==> config.mk <==
export PLATFORM = sky130hd
export DESIGN_NAME = regfile_wb_arbiter
export DESIGN_NICKNAME = d
export VERILOG_FILES = /design/src/rtl/wb_pkg.sv /design/src/rtl/rr_arbiter.sv /design/src/rtl/regfile_wb_arbiter.sv
export SDC_FILE = /design/constraint.sdc
export NUM_CORES = 1
export LEC_CHECK = 0
export BUFFER_PORTS_ARGS = -buffer_cell sky130_fd_sc_hd__buf_2
export CORE_MARGIN = 3
export CORE_UTILIZATION = 48
export DETAILED_ROUTE_END_ITERATION = 8
export GPL_ROUTABILITY_DRIVEN = 0
export PLACE_DENSITY = 0.76
export SYNTH_ARGS = -nofsm -noshare
export SYNTH_HDL_FRONTEND = slang
export SYNTH_SLANG_ARGS = --single-unit
==> constraint.sdc <==
create_clock -name clk -period 4.7 [get_ports clk]
set_clock_uncertainty 0.15 [all_clocks]
set_input_delay 0.235 -clock clk [delete_from_list [all_inputs] [get_ports clk]]
set_output_delay 0.235 -clock clk [all_outputs]
set_load 0.03 [all_outputs]
==> src/rtl/wb_pkg.sv <==
// Shared definitions for the register-file writeback path.
// Holds default widths, the hard-wired zero register index and a helper.
package wb_pkg;

    localparam int WB_ADDR_W = 5;
    localparam int WB_DATA_W = 32;
    localparam int WB_NUM_REQ = 3;

    // Writes to this index are architecturally dropped.
    localparam int REG_ZERO = 0;

    // Width of a requester index for an n-way arbiter.
    function automatic int idx_w(input int n);
        return (n > 1) ? $clog2(n) : 1;
    endfunction

endpackage

==> src/rtl/rr_arbiter.sv <==
// Round-robin arbiter: first set request at or after ptr, wrapping.
// Ports: req (request vector), ptr (scan start), grant (one-hot), idx (encoded winner).
module rr_arbiter
    import wb_pkg::*;
#(
    parameter int N = 3
) (
    input  logic [N-1:0]          req,
    input  logic [idx_w(N)-1:0]   ptr,
    output logic [N-1:0]          grant,
    output logic [idx_w(N)-1:0]   idx
);

    localparam int PW = idx_w(N);

    logic [PW:0]   pos;
    logic [PW-1:0] cand;
    logic          found;

    // Scan N slots from ptr; pos wraps back below N with one subtraction
    // because ptr itself is always < N.
    always_comb begin
        grant = '0;
        idx   = '0;
        found = 1'b0;
        pos   = '0;
        cand  = '0;
        for (int k = 0; k < N; k++) begin
            pos = {1'b0, ptr} + (PW+1)'(k);
            if (pos >= (PW+1)'(N)) begin
                pos = pos - (PW+1)'(N);
            end
            cand = pos[PW-1:0];
            if (!found && req[cand]) begin
                found       = 1'b1;
                grant[cand] = 1'b1;
                idx         = cand;
            end
        end
    end

endmodule

==> src/rtl/regfile_wb_arbiter.sv <==
// Shares the register file write port among NUM_REQ writeback sources.
// Ports: clk/rst/flush; req_valid/req_ready/req_addr/req_data per source;
//        wr_en/wr_addr/wr_data/wr_src to the register file;
//        q_addr_a/b -> q_pend_a/b report writes still in flight.
module regfile_wb_arbiter
    import wb_pkg::*;
#(
    parameter int NUM_REQ = WB_NUM_REQ,
    parameter int DATA_W  = WB_DATA_W,
    parameter int ADDR_W  = WB_ADDR_W
) (
    input  logic                        clk,
    input  logic                        rst,
    input  logic                        flush,
    input  logic [NUM_REQ-1:0]          req_valid,
    output logic [NUM_REQ-1:0]          req_ready,
    input  logic [NUM_REQ*ADDR_W-1:0]   req_addr,
    input  logic [NUM_REQ*DATA_W-1:0]   req_data,
    output logic                        wr_en,
    output logic [ADDR_W-1:0]           wr_addr,
    output logic [DATA_W-1:0]           wr_data,
    output logic [2:0]                  wr_src,
    input  logic [ADDR_W-1:0]           q_addr_a,
    input  logic [ADDR_W-1:0]           q_addr_b,
    output logic                        q_pend_a,
    output logic                        q_pend_b
);

    localparam int PW = idx_w(NUM_REQ);
    localparam logic [ADDR_W-1:0] ZERO_IDX = ADDR_W'(REG_ZERO);

    logic [NUM_REQ-1:0] buf_v;
    logic [ADDR_W-1:0]  buf_addr [NUM_REQ];
    logic [DATA_W-1:0]  buf_data [NUM_REQ];

    logic [PW-1:0]      rr_ptr;
    logic [PW-1:0]      next_ptr;
    logic [NUM_REQ-1:0] arb_req;
    logic [NUM_REQ-1:0] grant;
    logic [PW-1:0]      grant_idx;
    logic               grant_any;

    logic [ADDR_W-1:0]  in_addr [NUM_REQ];
    logic [DATA_W-1:0]  in_data [NUM_REQ];
    logic [NUM_REQ-1:0] take;

    // Flush masks the arbiter so nothing reaches the write stage.
    assign arb_req   = flush ? '0 : buf_v;
    assign grant_any = |grant;
    assign req_ready = {NUM_REQ{!flush}} & (~buf_v | grant);

    assign next_ptr = (grant_idx == PW'(NUM_REQ - 1)) ?
                      '0 : grant_idx + PW'(1);

    rr_arbiter #(
        .N(NUM_REQ)
    ) u_arb (
        .req   (arb_req),
        .ptr   (rr_ptr),
        .grant (grant),
        .idx   (grant_idx)
    );

    // Unpack the flat request buses; zero-index writes complete the
    // handshake but never occupy a buffer.
    always_comb begin
        for (int i = 0; i < NUM_REQ; i++) begin
            in_addr[i] = req_addr[i*ADDR_W +: ADDR_W];
            in_data[i] = req_data[i*DATA_W +: DATA_W];
            take[i]    = req_valid[i] && req_ready[i] &&
                         (in_addr[i] != ZERO_IDX);
        end
    end

    // Buffer occupancy. A granted entry reloads on the same edge if a
    // new write is taken; otherwise it empties.
    always_ff @(posedge clk or posedge rst) begin
        if (rst) begin
            buf_v <= '0;
        end else if (flush) begin
            buf_v <= '0;
        end else begin
            for (int i = 0; i < NUM_REQ; i++) begin
                if (take[i]) begin
                    buf_v[i] <= 1'b1;
                end else if (grant[i]) begin
                    buf_v[i] <= 1'b0;
                end
            end
        end
    end

    // Payload needs no reset: it is qualified by buf_v.
    always_ff @(posedge clk) begin
        for (int i = 0; i < NUM_REQ; i++) begin
            if (take[i]) begin
                buf_addr[i] <= in_addr[i];
                buf_data[i] <= in_data[i];
            end
        end
    end

    // Registered write stage and round-robin pointer.
    always_ff @(posedge clk or posedge rst) begin
        if (rst) begin
            wr_en   <= 1'b0;
            wr_addr <= '0;
            wr_data <= '0;
            wr_src  <= '0;
            rr_ptr  <= '0;
        end else if (grant_any) begin
            wr_en   <= 1'b1;
            wr_addr <= buf_addr[grant_idx];
            wr_data <= buf_data[grant_idx];
            wr_src  <= 3'(grant_idx);
            rr_ptr  <= next_ptr;
        end else begin
            wr_en   <= 1'b0;
        end
    end

    // Hazard query over buffered entries plus the beat on wr_*.
    always_comb begin
        q_pend_a = wr_en && (wr_addr == q_addr_a);
        q_pend_b = wr_en && (wr_addr == q_addr_b);
        for (int i = 0; i < NUM_REQ; i++) begin
            if (buf_v[i] && (buf_addr[i] == q_addr_a)) begin
                q_pend_a = 1'b1;
            end
            if (buf_v[i] && (buf_addr[i] == q_addr_b)) begin
                q_pend_b = 1'b1;
            end
        end
        if (q_addr_a == ZERO_IDX) begin
            q_pend_a = 1'b0;
        end
        if (q_addr_b == ZERO_IDX) begin
            q_pend_b = 1'b0;
        end
    end

endmodule

==> summary.md <==
| Metric | Value |
|---|---|
| Worst slew pin tran | 1000 ps |
| Max-slew violation count | 0 |
| Crit path launch type | flop |
| Initial Util | 50.2% |
| Initial antenna violation count | 1 |
| Post-route DRC | 0 |
| Tcrit/Tclk final | 75.9% |
| Power density cells | 569 nW/um2 |
| CP Class | flop to flop |
| Max clock buf depth | 2 |
| Num CTS Buffers | 17 |
| Post-Layout Cell Count | 917 |
| Share of post-route cells with drive strength above 1 | 33.6% |
| Core area | 13600 um2 |
| Syn Nets | 584 |
| Clock transition at path regs | 60 ps |
| Drt wl/cell | 20.6 um |
| Die H | 125 um |
| P_leak | 3.92 nW |
| Synth unique cells | 55 |
| Max cap viols | 0 |
| Post-CTS resize count | 0 |
| Antenna viol nets, final | 0 |
| NetSw | 1.88 mW |
| HPWL Detailed | 10.7 mm |
| Max Clk Rate | 280 MHz |
| Footprint of the multi-input gates | 2150 um2 |
| Logic gate share of total power | 38.1% |
| Vias in the first global route | 5424 |
| Final setup violation count | 0 |
| CTS tree | yes |
| Seq pwr share | 35.4% |
| Outcome | finished clean |
| Clock power share | 26.5% |
| Max-slew headroom | 33.0% |
| Layout Nets | 858 |
| CTS Sinks | 156 |
| Period minus WS final | 3570 ps |
| Mean Syn Cell Area | 15.0 um2 |
| Root Buffer | clkbuf_16 |
| Worst vdd ir | 0.329 mV |
| Area occupied by registers | 4460 um2 |
| RSZ-0062 raised after global routing | false |
| Asr flop ratio synth | 28.8% |
| Worst setup EP type | flop |
| Number of vias in the routed layout | 5003 |
| Placed Instances | 772 |
| H-tree depth | 4 |
| Req. time, crit path | 4610 ps |
| WP data arrival | 3480 ps |
| Largest net degree at the start of global routing | 46 |
| Worst hold path class | input port to flop |
| Total die area | 15700 um2 |
| Post-CTS Setup Bufs | 0 |
| Hold Vio Cnt, Final | 0 |
| Grt ovf | 0 |
| Number of synthesized flops with an enable pin | 111 |
| Post-synthesis sequential area ratio | 65.5% |
| Commonest non-fill, non-tap cell in the layout | buf_2 |
| Die width | 125 um |
| Filler cells | 885 |
| Aggregate routed wire length | 18.9 mm |
| Core Rows | 42 |
| Most frequent cells in the layout | buf_2 (171), dlygate4sd3_1 (112), edfxtp_1 (111) |
| IO Count | 173 |
| Synthesis-stage register bit count | 156 |
| Synth Instances | 453 |
| Net Sw Frac | 34.7% |
| Setup TNS Final | 0 ps |
| Worst-path fanout max | 28 |
| Vias per Instance | 5.46 |
| Overall Global Routing Usage | 24.3% |
| Mapped Area | 6810 um2 |
| First-pass DRT Iterations | 7 |
| Syn. warnings | 0 |
| Internal power | 3.54 mW |
| Buffers added on ports | 171 |
| Area growth, synth to finish | 39.8% |
| Dominant synthesized flop cell | edfxtp_1 |
| First-pass GRT wire length | 29.4 mm |
| Worst-skew pair later-pin latency | 410 ps |
| First-iteration detailed-routing DRC count | 404 |
==> final timing paths <==
path | from | end | slack (ps) | cells past startpoint
max in group asynchronous | rst | wr_data[27] | 3350 | 3
worst max-delay path | rr_ptr[1] | buf_data[1][3] | 1130 | 8
worst min register to register | wr_data[27] | wr_data[27] | 350 | 1
worst max register to register | rr_ptr[1] | buf_data[1][3] | 1130 | 8
min in group asynchronous | rst | wr_data[25] | 450 | 3
worst min-delay path | flush | buf_v[2] | 90 | 2
==> cell families (layout without fill, tap and decap cells) <==
group	after synthesis	in the layout	share of synthesized area, %
flops	156	156	65.5
simple gates	93	93	8.09
compound gates	70	70	8.93
mux	45	45	7.96
buf+inv	44	331	3.60
xor+xnor	40	40	5.15
fa+ha+maj	4	4	0.735
other cells	1	2	0.0551
==> per-stage QoR <==
step	util (%)	setup slack (ps)	power, mW	instance area, um2	hold WS (ps)
6_report	70.2	1130	5.42	9520	90.3
4_1_cts	70.2	1180	5.41	9520	67.1
3_3_place_gp	57.4	1320	3.85	7780	261
5_1_grt	70.2	974	5.66	9520	80.6
2_1_floorplan	-	824	3.47	6820	184
3_5_place_dp	57.4	1210	3.91	7780	263
==> what timing repair did <==
action                                 in CTS  in global routing
hold buffers                              112                  0
setup endpoints to repair                   0                  0
endpoints found under the hold margin     156                  0
==> sequential cells by signal, summed over array words and instances (netlist names) <==
register	flops
wr_en	1
wr_addr	5
buf_data	96
wr_data	32
rr_ptr	2
wr_src	2
buf_addr	15
buf_v	3
==> final cells by class <==
| class | instances | share of cell area (%) |
|---|---|---|
| Antenna cell | 1 | 0.0263 |
| Clock buffer | 19 | 4.65 |
| Clock inverter | 13 | 1.81 |
| Inverter | 9 | 0.355 |
| Multi-Input combinational cell | 253 | 22.6 |
| Sequential cell | 156 | 46.8 |
| Tap cell | 176 | 2.31 |
| Timing Repair Buffer | 290 | 21.4 |
==> synthesized netlist by cell type (all sizes together), types with 2 or more instances <==
| cell | number | area share (%) |
|---|---|---|
| edfxtp | 111 | 49 |
| dfrtp | 45 | 17 |
| mux2 | 43 | 7.7 |
| a221o | 37 | 5.4 |
| and2 | 37 | 3.4 |
| xor2 | 32 | 4.1 |
| buf | 19 | 2.2 |
| clkbuf | 16 | 0.88 |
| nand3 | 11 | 0.81 |
| inv | 9 | 0.50 |
| a21oi | 8 | 0.64 |
| nor4 | 8 | 0.74 |
| xnor2 | 8 | 1.0 |
| nand2 | 7 | 0.39 |
| nor2 | 6 | 0.33 |
| nor3 | 5 | 0.37 |
| o21ai | 5 | 0.37 |
| or4 | 5 | 0.55 |
| ha | 4 | 0.74 |
| o21a | 4 | 0.44 |
| nand2b | 3 | 0.28 |
| mux2i | 2 | 0.29 |
| nand4 | 2 | 0.18 |
| or3 | 2 | 0.18 |
==> critical path, stage by stage (launching register included) <==
cell and delay [ps]:
dfrtp_1 420, inv_1 90, ha_1 480, or2b_1 320
a211o_1 310, a21oi_1 200, a21oi_1 150, nor3_4 590
buf_4 490
==> power groups by stage <==
stage / clock network [mW] / registers [mW] / logic, mW
floorplan: 0 / 2.24 / 1.23
detailed placement: 0 / 1.94 / 1.97
global route: 1.51 / 1.95 / 2.20
finish: 1.44 / 1.92 / 2.07
CTS: 1.43 / 1.92 / 2.06
global placement: 0 / 1.93 / 1.92
==> per-layer routing <==
metal	up-vias	share of wire (%)	GRT usage [%]
li1	2260	-	-
met1	2457	37	27.6
met2	221	54	43.4
met3	65	5.7	5.54
met4	0	4.1	11.7
met5	-	0	0
(Power assumes the default switching activity.)
